==> src/rtl/bytecode_fetch_pkg.sv <==
// Shared types and constants for the bytecode fetch stage.
// Latency constants count cycles from the opcode read strobe to instr_valid.
package fetch_pkg;

  typedef enum logic [2:0] {
    StIdle,
    StFetch,
    StLatchOp,
    StDecode,
    StArg1W,
    StArg2W,
    StIssue
  } fetch_state_t;

  localparam int unsigned LatNoArg  = 3;
  localparam int unsigned LatOneArg = 5;
  localparam int unsigned LatTwoArg = 7;

  // The decoder can report 3; the fetch stage never collects more than two bytes.
  function automatic logic [1:0] clamp_argc(input logic [1:0] argc);
    return (argc == 2'd3) ? 2'd2 : argc;
  endfunction

endpackage

==> src/rtl/bytecode_fetch_if.sv <==
// Issue channel from the fetch stage to execute: completed instruction plus
// the jump request returned by execute on accept.
interface bytecode_fetch_if #(
  parameter int unsigned ADDR_W = 16
);
  logic [7:0]        opcode;
  logic [7:0]        arg1;
  logic [7:0]        arg2;
  logic [ADDR_W-1:0] instr_pc;
  logic              instr_valid;
  logic              instr_ready;
  logic              jump_en;
  logic [15:0]       jump_offset;

  modport master (
    output opcode, arg1, arg2, instr_pc, instr_valid,
    input  instr_ready, jump_en, jump_offset
  );

  modport slave (
    input  opcode, arg1, arg2, instr_pc, instr_valid,
    output instr_ready, jump_en, jump_offset
  );
endinterface

==> src/rtl/bytecode_fetch.sv <==
// Bytecode fetch stage: reads opcode and 0-2 inline argument bytes from synchronous
// program memory, issues the instruction to execute and applies relative jumps.
module bytecode_fetch
  import fetch_pkg::*;
#(
  parameter int unsigned       ADDR_W   = 16,
  parameter logic [ADDR_W-1:0] RESET_PC = '0
) (
  input  logic              clk,
  input  logic              rst_n,
  input  logic              run_i,
  output logic              pmem_rd_o,
  output logic [ADDR_W-1:0] pmem_addr_o,
  input  logic [7:0]        pmem_data_i,
  input  logic [1:0]        argc_i,
  bytecode_fetch_if.master  issue
);

  fetch_state_t      state_q, state_d;
  logic [ADDR_W-1:0] pc_q, pc_d;
  logic [ADDR_W-1:0] instr_pc_q, instr_pc_d;
  logic [ADDR_W-1:0] addr_q, addr_d;
  logic [7:0]        opcode_q, opcode_d;
  logic [7:0]        arg1_q, arg1_d;
  logic [7:0]        arg2_q, arg2_d;
  logic              rd_q, rd_d;
  logic              data_vld_q;
  logic [1:0]        argc_n;
  logic [ADDR_W-1:0] offset_ext;

  assign argc_n = clamp_argc(argc_i);

  // Offset is sign-extended for wide pcs and truncated for narrow ones.
  if (ADDR_W <= 16) begin : g_off_trunc
    assign offset_ext = issue.jump_offset[ADDR_W-1:0];
  end else begin : g_off_sext
    assign offset_ext = {{(ADDR_W - 16){issue.jump_offset[15]}}, issue.jump_offset};
  end

  always_comb begin
    state_d    = state_q;
    pc_d       = pc_q;
    instr_pc_d = instr_pc_q;
    opcode_d   = opcode_q;
    arg1_d     = arg1_q;
    arg2_d     = arg2_q;
    rd_d       = 1'b0;
    addr_d     = addr_q;
    unique case (state_q)
      StIdle: begin
        if (run_i) begin
          rd_d    = 1'b1;
          state_d = StFetch;
        end
      end
      StFetch: begin
        instr_pc_d = pc_q;
        state_d    = StLatchOp;
      end
      StLatchOp: begin
        opcode_d = pmem_data_i;
        arg1_d   = 8'h00;
        arg2_d   = 8'h00;
        pc_d     = pc_q + ADDR_W'(1);
        state_d  = StDecode;
      end
      StDecode: begin
        if (argc_n == 2'd0) begin
          state_d = StIssue;
        end else begin
          rd_d    = 1'b1;
          state_d = StArg1W;
        end
      end
      // Argument states spend one cycle with the strobe out, then latch the data.
      StArg1W: begin
        if (data_vld_q) begin
          arg1_d = pmem_data_i;
          pc_d   = pc_q + ADDR_W'(1);
          if (argc_n == 2'd1) begin
            state_d = StIssue;
          end else begin
            rd_d    = 1'b1;
            state_d = StArg2W;
          end
        end
      end
      StArg2W: begin
        if (data_vld_q) begin
          arg2_d  = pmem_data_i;
          pc_d    = pc_q + ADDR_W'(1);
          state_d = StIssue;
        end
      end
      StIssue: begin
        if (issue.instr_ready) begin
          if (issue.jump_en) begin
            pc_d = instr_pc_q + offset_ext;
          end
          if (run_i) begin
            rd_d    = 1'b1;
            state_d = StFetch;
          end else begin
            state_d = StIdle;
          end
        end
      end
      default: state_d = StIdle;
    endcase
    // Every read targets the pc as it stands after this cycle's update.
    if (rd_d) begin
      addr_d = pc_d;
    end
  end

  always_ff @(posedge clk or negedge rst_n) begin
    if (!rst_n) begin
      state_q    <= StIdle;
      pc_q       <= RESET_PC;
      instr_pc_q <= '0;
      addr_q     <= '0;
      opcode_q   <= 8'h00;
      arg1_q     <= 8'h00;
      arg2_q     <= 8'h00;
      rd_q       <= 1'b0;
      data_vld_q <= 1'b0;
    end else begin
      state_q    <= state_d;
      pc_q       <= pc_d;
      instr_pc_q <= instr_pc_d;
      addr_q     <= addr_d;
      opcode_q   <= opcode_d;
      arg1_q     <= arg1_d;
      arg2_q     <= arg2_d;
      rd_q       <= rd_d;
      data_vld_q <= rd_q;
    end
  end

  assign pmem_rd_o         = rd_q;
  assign pmem_addr_o       = addr_q;
  assign issue.opcode      = opcode_q;
  assign issue.arg1        = arg1_q;
  assign issue.arg2        = arg2_q;
  assign issue.instr_pc    = instr_pc_q;
  assign issue.instr_valid = (state_q == StIssue);

endmodule

==> src/flat_wrapper.sv <==
// flat-port wrapper written by rule: the top's interface ports become plain ports
module bytecode_fetch_flat import fetch_pkg::*;
#(
  parameter int unsigned       ADDR_W   = 16,
  parameter logic [ADDR_W-1:0] RESET_PC = '0
)
  (clk, rst_n, run_i, pmem_rd_o, pmem_addr_o, pmem_data_i, argc_i, issue_opcode, issue_arg1, issue_arg2, issue_instr_pc, issue_instr_valid, issue_instr_ready, issue_jump_en, issue_jump_offset);
  bytecode_fetch_if #(.ADDR_W(ADDR_W)) issue_i ();
  input  logic clk;
  input  logic rst_n;
  input  logic run_i;
  output logic pmem_rd_o;
  output logic [ADDR_W-1:0] pmem_addr_o;
  input  logic [7:0] pmem_data_i;
  input  logic [1:0] argc_i;
  output wire logic [$bits(issue_i.opcode)-1:0] issue_opcode;
  output wire logic [$bits(issue_i.arg1)-1:0] issue_arg1;
  output wire logic [$bits(issue_i.arg2)-1:0] issue_arg2;
  output wire logic [$bits(issue_i.instr_pc)-1:0] issue_instr_pc;
  output wire logic [$bits(issue_i.instr_valid)-1:0] issue_instr_valid;
  input wire logic [$bits(issue_i.instr_ready)-1:0] issue_instr_ready;
  input wire logic [$bits(issue_i.jump_en)-1:0] issue_jump_en;
  input wire logic [$bits(issue_i.jump_offset)-1:0] issue_jump_offset;
  assign issue_opcode = issue_i.opcode;
  assign issue_arg1 = issue_i.arg1;
  assign issue_arg2 = issue_i.arg2;
  assign issue_instr_pc = issue_i.instr_pc;
  assign issue_instr_valid = issue_i.instr_valid;
  assign issue_i.instr_ready = issue_instr_ready;
  assign issue_i.jump_en = issue_jump_en;
  assign issue_i.jump_offset = issue_jump_offset;
  bytecode_fetch #(.ADDR_W(ADDR_W), .RESET_PC(RESET_PC)) u_core (.clk(clk), .rst_n(rst_n), .run_i(run_i), .pmem_rd_o(pmem_rd_o), .pmem_addr_o(pmem_addr_o), .pmem_data_i(pmem_data_i), .argc_i(argc_i), .issue(issue_i));
endmodule
==> config.mk <==
export PLATFORM = sky130hd
export DESIGN_NAME = bytecode_fetch_flat
export DESIGN_NICKNAME = d
export VERILOG_FILES = /design/src/rtl/bytecode_fetch_pkg.sv /design/src/rtl/bytecode_fetch_if.sv /design/src/rtl/bytecode_fetch.sv /design/src/flat_wrapper.sv
export SDC_FILE = /design/constraint.sdc
export NUM_CORES = 1
export LEC_CHECK = 0
export CAP_MARGIN = 20
export CORE_ASPECT_RATIO = 1.75
export CORE_MARGIN = 2
export CORE_UTILIZATION = 55
export CTS_CLUSTER_SIZE = 30
export DETAILED_ROUTE_END_ITERATION = 10
export GPL_TIMING_DRIVEN = 0
export PLACE_DENSITY_LB_ADDON = 0.12
export SLEW_MARGIN = 20
export SYNTH_ARGS = -nofsm -noshare
export SYNTH_HDL_FRONTEND = slang
export SYNTH_SLANG_ARGS = --single-unit
==> constraint.sdc <==
create_clock -name clk -period 6.6 [get_ports clk]
set_clock_uncertainty 0.2 [all_clocks]
set_input_delay 1.65 -clock clk [delete_from_list [all_inputs] [get_ports clk]]
set_output_delay 1.65 -clock clk [all_outputs]
set_load 0.1 [all_outputs]
-- Word level (Yosys, flattened, before mapping)
Cells that the tools add are included.
- register bits after elaboration: 77
- word-level logic and storage cells: 53
- bits of input ports: 31
- reductions and logical operators: 8
- multiplexer cells: 22
- eq/ne operators: 12
- add/sub/neg operators: 2
- operator list (cell ; number):
    $mux 16 ; 3
    $pmux 16 s3 ; 1
    $pmux 8 s2 ; 2
    $pmux 3 s7 ; 1
    $add 16x1->16 const B ; 1
    $add 16x16->16 ; 1
    $mux 3 ; 4
    $eq 3x3->1 const B ; 3
    $mux 8 ; 1
    $eq 3x2->1 const B ; 2
    $mux 1 ; 6
    $mux 2 ; 3
    $ne 2x1->1 const B ; 3
    $pmux 1 s4 ; 1
    $reduce_and 2->1 ; 2
    $reduce_and 4->1 ; 1
    $reduce_bool 2->1 ; 2
    $eq 3x1->1 const B ; 1
    $logic_not 3->1 ; 1
    $eq 2x1->1 const B ; 1
    $eq 2x2->1 const B ; 1
    $logic_not 2->1 ; 1
    $ne 2x2->1 const B ; 1
    $reduce_or 2->1 ; 1

-- Depth between registers and ports, before layout
Gate-level depths: netlist of the first run.
- word-level depth: 6
- mapped depth: 8

-- Least setup slack after synthesis of the first run
OpenSTA, ideal clock, no wires.
- path type: input to register
- from: input issue_jump_offset[0]
- to: register u_core.addr_q[12], in the netlist u_core.pmem_addr_o[12]
- setup time: 0.133 ns
- data arrival time: 3.130 ns
- slack: 3.137 ns
- cell stages on the path: 8
- required time: 6.267 ns
- buffers on the path: 0
- path through: ha_1 inv_1 fa_1 nor2b_1 o31ai_1 a21oi_1 mux2i_1 a31oi_1
- cells in the longest elaborated chain, start to end: 4
- RTL lines (element ; line ; RTL):
    from (decl) ; flat_wrapper.sv:23 ; input wire logic [$bits(issue_i.jump_offset)-1:0] issue_jump_offset;
    $add 16x16->16 ; bytecode_fetch.sv:98 ; pc_d = instr_pc_q + offset_ext;
    $mux 16 ; bytecode_fetch.sv:97 ; if (issue.jump_en) begin
    $mux 16 ; bytecode_fetch.sv:96 ; if (issue.instr_ready) begin
    $pmux 16 s3 ; bytecode_fetch.sv:49 ; unique case (state_q)
    to (signal assigned) ; bytecode_fetch.sv:131 ; addr_q <= addr_d;
    to (decl) ; bytecode_fetch.sv:22 ; logic [ADDR_W-1:0] addr_q, addr_d;
No other way between the ends.
A chain may end at the register's enable or synchronous reset.

-- Final worst setup path of the first run
- from: register u_core.state_q[1]
- to: output issue_instr_valid
- cells in the longest elaborated chain, start to end: 1
- RTL lines (element ; line ; RTL):
    from (decl) ; bytecode_fetch.sv:19 ; fetch_state_t state_q, state_d;
    from (signal assigned) ; bytecode_fetch.sv:118 ; state_q <= StIdle;
    from (signal assigned) ; bytecode_fetch.sv:128 ; state_q <= state_d;
    $eq 3x3->1 ; bytecode_fetch.sv:146 ; assign issue.instr_valid = (state_q == StIssue);
    to (decl) ; flat_wrapper.sv:20 ; output wire logic [$bits(issue_i.instr_valid)-1:0] issue_instr_valid;
No other way between the ends.

==> impl_metrics.env, run 1 <==
export IMPL_outcome="complete, no violations"
export IMPL_ctsResizeCount=0
export IMPL_setup_ws_ns=2.44
export IMPL_drt_pass1_iter_count=5
export IMPL_layout_nets=612
export IMPL_path_delay_family="buffers and inverters"
export IMPL_core_area_mm2=0.00786
export IMPL_ys_flop_type="dfrtp_1"
export IMPL_syn_cell_area_mm2=0.00442
export IMPL_die_area_mm2=0.00880
export IMPL_cp_depth=4
export IMPL_path_buf_inv=2
export IMPL_grt_start_max_net_pins=61
export IMPL_use_met2=0.604
export IMPL_drt_initial_drc_count=321
export IMPL_yosysSeqAreaShare=0.436
export IMPL_r2r_end="u_core.pmem_addr_o[10]$_DFFE_PN0P_"
export IMPL_finalHoldViolations=0
export IMPL_cp_end_kind="output port"
export IMPL_fp_dieW_um=71.8
export IMPL_period_share=0.630
export IMPL_drtAntennaViolNets=0
export IMPL_grt_pass1_vias=4343
export IMPL_hp_class="flop to flop"
export IMPL_async_reset_ff_frac=1.00
export IMPL_yosysTopAreaCell="dfrtp_1"
export IMPL_die_y_um=123
export IMPL_drc=0
export IMPL_numPortBuffers=88
export IMPL_ios=89
export IMPL_regToRegStartpoint="u_core.issue.instr_pc[0]$_DFFE_PN0P_"
export IMPL_cts_setup_buffers=0
export IMPL_num_rows=43
export IMPL_cts_tree="built"
export IMPL_r2r_slack_ns=3.97
export IMPL_antenna_found_initial=0
export IMPL_syn_nets=512
export IMPL_met1_usage=0.318
export IMPL_clock_path_buffers=2
export IMPL_fmax_mhz=240
export IMPL_yosysUniqueCellTypes=62
export IMPL_globalRouteOverflowTotal=0
export IMPL_dp_hpwl_um=9970
export IMPL_cp_max_fo=8
export IMPL_postLayoutCoreUtil=0.727
export IMPL_cp_data_required_time_ns=4.75
export IMPL_clk_pin_slew_worst_paths_ns=0.06
export IMPL_nFillCells=632
export IMPL_layout_min_cycle_time_ns=4.16
export IMPL_rsz0062_at_grt="false"
export IMPL_ctsHoldBuffers=0
export IMPL_area_delta_synth_final_pct=29.1
export IMPL_synth_top_area_frac=0.436
export IMPL_gr_usage_all_layers=0.322
export IMPL_ys_ff_latch=77
export IMPL_tns_ns=0
export IMPL_start_kind="flop"
export IMPL_regArea_mm2=0.00193
export IMPL_drive_gt1_frac=0.132
export IMPL_gp_congestion=1.02
export IMPL_root_buffer="clkbuf_16"
export IMPL_maxCapViolations=0
export IMPL_slew_violations=0
export IMPL_num_vias=4211
export IMPL_place_ws_ns=2.25
export IMPL_grt_first_pass_wirelength_um=21300
export IMPL_setup_violations=0
export IMPL_critPathKind="flop to output port"
export IMPL_tritoncts_num_buffers=9
export IMPL_htree_levels=3
export IMPL_syn_inst=464
export IMPL_insertion_delay_ns=0.34
export IMPL_yosysWarningCount=0
export IMPL_ff2ff_path_depth=8
export IMPL_clkSinkCount=77
export IMPL_cpMaxStageDelayCell="clkdlybuf4s50_1"
export IMPL_wl_per_cell_um=20.3
export IMPL_grt_busiest_layer="met2"
export IMPL_use_met3=0.0649
export IMPL_multiInputGateArea_mm2=0.00236
export IMPL_crit_arrival_ns=2.31
export IMPL_crit_path_end="issue_instr_valid"
export IMPL_synth_most_common_cell="dfrtp_1"
export IMPL_crit_chain="nor2b_2 > nand2_1 > inv_2 > clkdlybuf4s50_1"
export IMPL_ys_top_cells_by_count="dfrtp_1, a21oi_1, nand2_1"
export IMPL_avgViaCountPerCell=6.39
export IMPL_postSynthAreaPerCell_um2=9.53
export IMPL_antennaDiodeCount=0
export IMPL_drt_wl_total_um=13400
export IMPL_max_stage_delay_ns=1.14
export IMPL_start_util=0.563
export IMPL_ys_top_cells_by_area="dfrtp_1, mux2_2, a21oi_1"
export IMPL_relSlewSlack=0.331
export IMPL_synth_edf_count=0
export IMPL_setup_worst_path_start="u_core.state_q[1]$_DFFE_PN0P_"
export IMPL_tightest_slew_ns=1.00
-- layout make-up --
class | instances | share of cell area
multi-input combinational | 357 | 0.413
sequential | 77 | 0.337
timing repair buffer | 89 | 0.159
clock buffer | 11 | 0.0408
tap | 90 | 0.0197
buffer | 19 | 0.0171
inverter | 11 | 0.00723
clock inverter | 5 | 0.00657
-- stage by stage --
stage                     hold slack (ns)  area [um2]  std cells
after floorplan                     0.296        4420        464
after global placement              0.161        5420        642
after detailed placement            0.166        5440        643
after CTS                           0.179        5710        659
after global routing                0.188        5710        659
final                               0.179        5710        659
-- cell usage in the layout (no fill, tap or decap), types with 11 or more instances in the layout --
master | Yosys | layout
nor3_1 | 14 | 14
o21ai_0 | 34 | 34
nand2_1 | 42 | 42
nor2b_1 | 11 | 11
nand3_1 | 13 | 13
a21oi_1 | 43 | 43
mux2_2 | 29 | 29
dfrtp_1 | 77 | 77
clkdlybuf4s50_1 | 0 | 87
nor2_1 | 31 | 31
ha_1 | 16 | 16
a31oi_1 | 12 | 12
-- logic make-up after synthesis --
kind of cell / count (synthesis) / share of synthesized area
AOI/OAI and AO/OA: 145 / 0.204
xor gates and xnor gates: 4 / 0.00792
adders and majority gates: 17 / 0.0498
buffers and inverters: 30 / 0.0314
DFF: 77 / 0.436
muxes: 34 / 0.0852
and+or+nand+nor: 157 / 0.186
-- sequential cells by signal, indices dropped and copies added, names as in the netlist --
signal                 flops
u_core.pc_q               16
u_core.issue.instr_pc     16
u_core.pmem_addr_o        16
u_core.issue.arg1          8
u_core.data_vld_q          1
u_core.state_q             3
u_core.pmem_rd_o           1
u_core.issue.opcode        8
u_core.issue.arg2          8
-- layer usage --
metal / share of wire / vias to the layer above
met5: 0 / -
met4: 0.057 / 0
met3: 0.054 / 55
met2: 0.54 / 174
met1: 0.35 / 2046
li1: - / 1936
-- how the worst min path moves through the flow --
| stage | from | to | slack, ns | cells after the start |
|---|---|---|---|---|
| 2_1_floorplan | u_core.pc_q[1]$_DFF_PN0_ | u_core.issue.instr_pc[1]$_DFFE_PN0P_ | 0.30 | 2 |
| 3_3_place_gp | u_core.pmem_rd_o$_DFF_PN0_ | u_core.data_vld_q$_DFF_PN0_ | 0.16 | 0 |
| 3_5_place_dp | u_core.pmem_rd_o$_DFF_PN0_ | u_core.data_vld_q$_DFF_PN0_ | 0.17 | 0 |
| 4_1_cts | u_core.pmem_rd_o$_DFF_PN0_ | u_core.data_vld_q$_DFF_PN0_ | 0.18 | 0 |
| 5_1_grt | u_core.pmem_rd_o$_DFF_PN0_ | u_core.data_vld_q$_DFF_PN0_ | 0.19 | 0 |
| 6_report | u_core.pmem_rd_o$_DFF_PN0_ | u_core.data_vld_q$_DFF_PN0_ | 0.18 | 0 |
Power of run 1 is not shown: default switching activity piles up to over one toggle a cycle in this logic, so the estimate is an artifact.
==> run 2, diff against run 1 <==
CORE_UTILIZATION = 52   (was 55)
clock period = 4 ns   (was 6.6 ns; I/O delays follow)
==> run 2 against run 1 <==
Effect of this change: global-route usage fell by 2.4 points; core utilization fell by 3.2 points; via count down 1.9%; final cell count rose by 0.30%; sequential share of layout area down 0.18 points; worst setup slack worse by 2.0 ns; critical path type unchanged.
==> impl_metrics.env, run 2 (synthesis results as in run 1) <==
export IMPL_outcome="complete, no violations"
export IMPL_relSlewSlack=0.324
export IMPL_numPortBuffers=88
export IMPL_final_cell_mix="clkdlybuf4s50_1, dfrtp_1, a21oi_1, nand2_1, o21ai_0"
export IMPL_maxCapViolations=0
export IMPL_path_buf_inv=2
export IMPL_area_delta_synth_final_pct=29.9
export IMPL_grt_start_max_net_pins=52
export IMPL_cp_max_fo=8
export IMPL_htree_levels=3
export IMPL_cts_tree="built"
export IMPL_period_share=0.881
export IMPL_ios=89
export IMPL_drc=0
export IMPL_num_vias=4130
export IMPL_clock_path_buffers=2
export IMPL_cp_data_required_time_ns=2.80
export IMPL_finalHoldViolations=0
export IMPL_drive_gt1_frac=0.134
export IMPL_antenna_found_initial=0
export IMPL_core_area_mm2=0.00826
export IMPL_die_area_mm2=0.00929
export IMPL_path_delay_family="buffers and inverters"
export IMPL_start_kind="flop"
export IMPL_cpMaxStageDelayCell="clkdlybuf4s50_1"
export IMPL_crit_chain="nor2b_2 > nand2_1 > inv_2 > clkdlybuf4s50_1"
export IMPL_drt_pass1_iter_count=5
export IMPL_fp_dieW_um=73.7
export IMPL_globalRouteOverflowTotal=0
export IMPL_ctsResizeCount=0
export IMPL_cts_setup_buffers=0
export IMPL_critPathKind="flop to output port"
export IMPL_drt_wl_total_um=13400
export IMPL_tritoncts_num_buffers=9
export IMPL_layout_min_cycle_time_ns=3.53
export IMPL_tightest_slew_ns=1.01
export IMPL_start_util=0.535
export IMPL_drt_initial_drc_count=277
export IMPL_setup_violations=0
export IMPL_clkSinkCount=77
export IMPL_slew_violations=0
export IMPL_avgViaCountPerCell=6.25
export IMPL_root_buffer="clkbuf_16"
export IMPL_hp_class="flop to flop"
export IMPL_cp_end_kind="output port"
export IMPL_crit_arrival_ns=2.33
export IMPL_drtAntennaViolNets=0
export IMPL_num_rows=44
export IMPL_layout_nets=612
export IMPL_mostFrequentLayoutCell="clkdlybuf4s50_1"
export IMPL_max_stage_delay_ns=1.15
export IMPL_wl_per_cell_um=20.3
export IMPL_rsz0062_at_grt="false"
export IMPL_die_y_um=126
export IMPL_grt_pass1_vias=4264
export IMPL_place_ws_ns=0.275
export IMPL_dp_hpwl_um=10100
export IMPL_antennaDiodeCount=0
export IMPL_ctsHoldBuffers=0
export IMPL_clk_pin_slew_worst_paths_ns=0.06
export IMPL_gr_usage_all_layers=0.298
export IMPL_gp_congestion=0.976
export IMPL_fmax_mhz=284
export IMPL_insertion_delay_ns=0.34
export IMPL_setup_ws_ns=0.475
export IMPL_grt_first_pass_wirelength_um=21000
## run 2: final timing paths
path	slack [ns]	to	depth (start not counted)	from
max	0.47	issue_instr_valid	4	u_core.state_q[0]$_DFFE_PN0P_
min	0.20	u_core.data_vld_q$_DFF_PN0_	0	u_core.pmem_rd_o$_DFF_PN0_
max reg2reg	1.37	u_core.pmem_addr_o[14]$_DFFE_PN0P_	8	u_core.issue.instr_pc[0]$_DFFE_PN0P_
min reg2reg	0.20	u_core.data_vld_q$_DFF_PN0_	0	u_core.pmem_rd_o$_DFF_PN0_
max in group asynchronous	2.63	u_core.pc_q[1]$_DFF_PN0_	2	rst_n
min in group asynchronous	0.38	u_core.pc_q[10]$_DFF_PN0_	1	rst_n
## run 2: cell type report
type / count / area, um2
Tap cell: 92 / 115
Timing Repair Buffer: 89 / 906
Sequential cell: 77 / 1930
Inverter: 11 / 41.3
Multi-Input combinational cell: 357 / 2360
Clock inverter: 6 / 70.1
Clock buffer: 10 / 229
Fill cell: 670 / 2520
Buffer: 19 / 97.6
## run 2: worst register-to-register path: stages (launching register included)
cell and delay (ns):
dfrtp_1 0.36, ha_1 0.20, inv_1 0.07, fa_1 0.41
nor2b_1 0.18, o31ai_1 0.15, a21oi_1 0.53, mux2i_1 0.30
a31oi_1 0.10
## run 2: through the flow
step / setup TNS [ns] / std cells / hold slack, ns / util / cell area, um2
after floorplan: 0 / 464 / 0.296 / - / 4420
after CTS: 0 / 661 / 0.201 / 0.695 / 5740
after global placement: -76.53 / 644 / 0.171 / 0.656 / 5420
final: 0 / 661 / 0.199 / 0.695 / 5740
after detailed placement: 0 / 645 / 0.177 / 0.659 / 5440
after global routing: 0 / 661 / 0.212 / 0.695 / 5740
## run 2: routing by layer
metal / up-vias / track usage / routed length (um)
li1: 1921 / - / -
met1: 2017 / 0.306 / 4690
met2: 154 / 0.553 / 7480
met3: 38 / 0.0632 / 713
met4: 0 / 0.135 / 530
met5: - / 0 / 0
Power of run 2 is left out for the same reason.
==> run 3, diff against run 2 <==
CELL_PAD_IN_SITES_DETAIL_PLACEMENT = 0   (was not set)
CELL_PAD_IN_SITES_GLOBAL_PLACEMENT = 1   (was not set)
CORE_UTILIZATION = 35   (was 52)
==> run 3 against run 2 <==
Effect of this change: non-clock buffer count unchanged; die area up 46%; count of clock-buffer cells in the layout did not move; core utilization shrank 23 points; design area grew 0.96%; final cell count increased by 11%; register-to-register slack got worse by 0.06 ns; critical path depth unchanged; first-iteration DRC count decreased by 7.6%; global-route usage decreased by 9.0 points; hold slack improved by 0.0080 ns; fmax rose by 0.50%; highest routed layer unchanged.
==> impl_metrics.env, run 3 (synthesis results as in run 1) <==
export IMPL_dp_hpwl_um=10500
export IMPL_cp_data_required_time_ns=2.80
export IMPL_clkSinkCount=77
export IMPL_clk_pin_slew_worst_paths_ns=0.06
export IMPL_cts_setup_buffers=0
export IMPL_start_util=0.356
export IMPL_globalRouteOverflowTotal=0
export IMPL_hold_ws_ns=0.207
export IMPL_hp_class="flop to flop"
export IMPL_htree_levels=3
export IMPL_cpMaxStageDelayCell="clkdlybuf4s50_1"
export IMPL_setup_violations=0
export IMPL_num_rows=54
export IMPL_drt_wl_total_um=13600
export IMPL_drt_pass1_iter_count=5
export IMPL_grt_first_pass_wirelength_um=21600
export IMPL_slew_violations=0
export IMPL_setup_worst_path_start="u_core.state_q[1]$_DFFE_PN0P_"
export IMPL_cts_tree="built"
export IMPL_clock_path_buffers=2
export IMPL_numPortBuffers=88
export IMPL_critPathKind="flop to output port"
export IMPL_start_kind="flop"
export IMPL_place_ws_ns=0.229
export IMPL_drt_initial_drc_count=256
export IMPL_insertion_delay_ns=0.34
export IMPL_final_cell_mix="clkdlybuf4s50_1, dfrtp_1, a21oi_1, nand2_1, o21ai_0"
export IMPL_grt_pass1_vias=4019
export IMPL_drtAntennaViolNets=0
export IMPL_max_stage_delay_ns=1.15
export IMPL_cp_max_fo=8
export IMPL_postLayoutCoreUtil=0.466
export IMPL_die_y_um=153
export IMPL_path_delay_family="buffers and inverters"
export IMPL_root_buffer="clkbuf_16"
export IMPL_avgViaCountPerCell=5.45
export IMPL_layout_min_cycle_time_ns=3.51
export IMPL_wl_per_cell_um=18.5
export IMPL_outcome="complete, no violations"
export IMPL_core_area_mm2=0.0124
export IMPL_maxCapViolations=0
export IMPL_grt_start_max_net_pins=46
export IMPL_fp_dieW_um=89.0
export IMPL_crit_arrival_ns=2.31
export IMPL_nFillCells=1259
export IMPL_ctsHoldBuffers=0
export IMPL_antenna_found_initial=0
export IMPL_rsz0062_at_grt="false"
export IMPL_hp_start="u_core.pmem_rd_o$_DFF_PN0_"
export IMPL_fmax_mhz=285
export IMPL_num_vias=4014
export IMPL_crit_chain="nor2b_2 > nand2_1 > inv_2 > clkdlybuf4s50_1"
export IMPL_relSlewSlack=0.335
export IMPL_ctsResizeCount=0
export IMPL_drc=0
export IMPL_tritoncts_num_buffers=9
export IMPL_mostFrequentLayoutCell="clkdlybuf4s50_1"
export IMPL_path_buf_inv=2
export IMPL_setup_ws_ns=0.492
export IMPL_tightest_slew_ns=0.995
export IMPL_layout_nets=612
export IMPL_gr_usage_all_layers=0.208
export IMPL_finalHoldViolations=0
export IMPL_cp_end_kind="output port"
export IMPL_regToRegStartpoint="u_core.issue.instr_pc[0]$_DFFE_PN0P_"
export IMPL_period_share=0.877
export IMPL_area_delta_synth_final_pct=31.1
export IMPL_drive_gt1_frac=0.134
export IMPL_antennaDiodeCount=0
export IMPL_ios=89
export IMPL_die_area_mm2=0.0136
export IMPL_gp_congestion=0.823
run 3: final cells by class:
class / instances / area, um2 / area share
clock buffers: 10 / 239 / 0.0412
flip-flops and latches: 77 / 1930 / 0.332
repair buffers: 89 / 898 / 0.155
well taps: 168 / 210 / 0.0363
inverters: 11 / 41.3 / 0.00712
clock inverters: 5 / 27.5 / 0.00475
plain buffers: 19 / 97.6 / 0.0168
multi-input cells: 357 / 2360 / 0.406
run 3: worst paths after layout:
check | end | slack (ns) | depth (start not counted)
setup / recovery | issue_instr_valid | 0.49 | 4
hold / removal | u_core.data_vld_q$_DFF_PN0_ | 0.21 | 0
setup reg to reg | u_core.pmem_addr_o[14]$_DFFE_PN0P_ | 1.31 | 8
hold reg to reg | u_core.data_vld_q$_DFF_PN0_ | 0.21 | 0
max in group asynchronous | u_core.pc_q[12]$_DFF_PN0_ | 2.53 | 2
min in group asynchronous | u_core.issue.instr_pc[7]$_DFFE_PN0P_ | 0.46 | 1
run 3: per-layer routing:
metal	part of all wire	global-route usage	vias to the layer above	routed length (um)
li1	-	-	1927	-
met1	0.37	0.232	1934	5000
met2	0.54	0.369	122	7430
met3	0.042	0.0358	31	571
met4	0.047	0.102	0	639
met5	0	0	-	0
run 3: through the flow:
stage               instance area, um2  setup TNS (ns)  instances
finish                            5800               0        736
global route                      5800               0        736
CTS                               5800               0        736
detailed placement                5530               0        721
global placement                  5510          -85.53        720
floorplan                         4420               0        464
Power of run 3 is left out for the same reason.
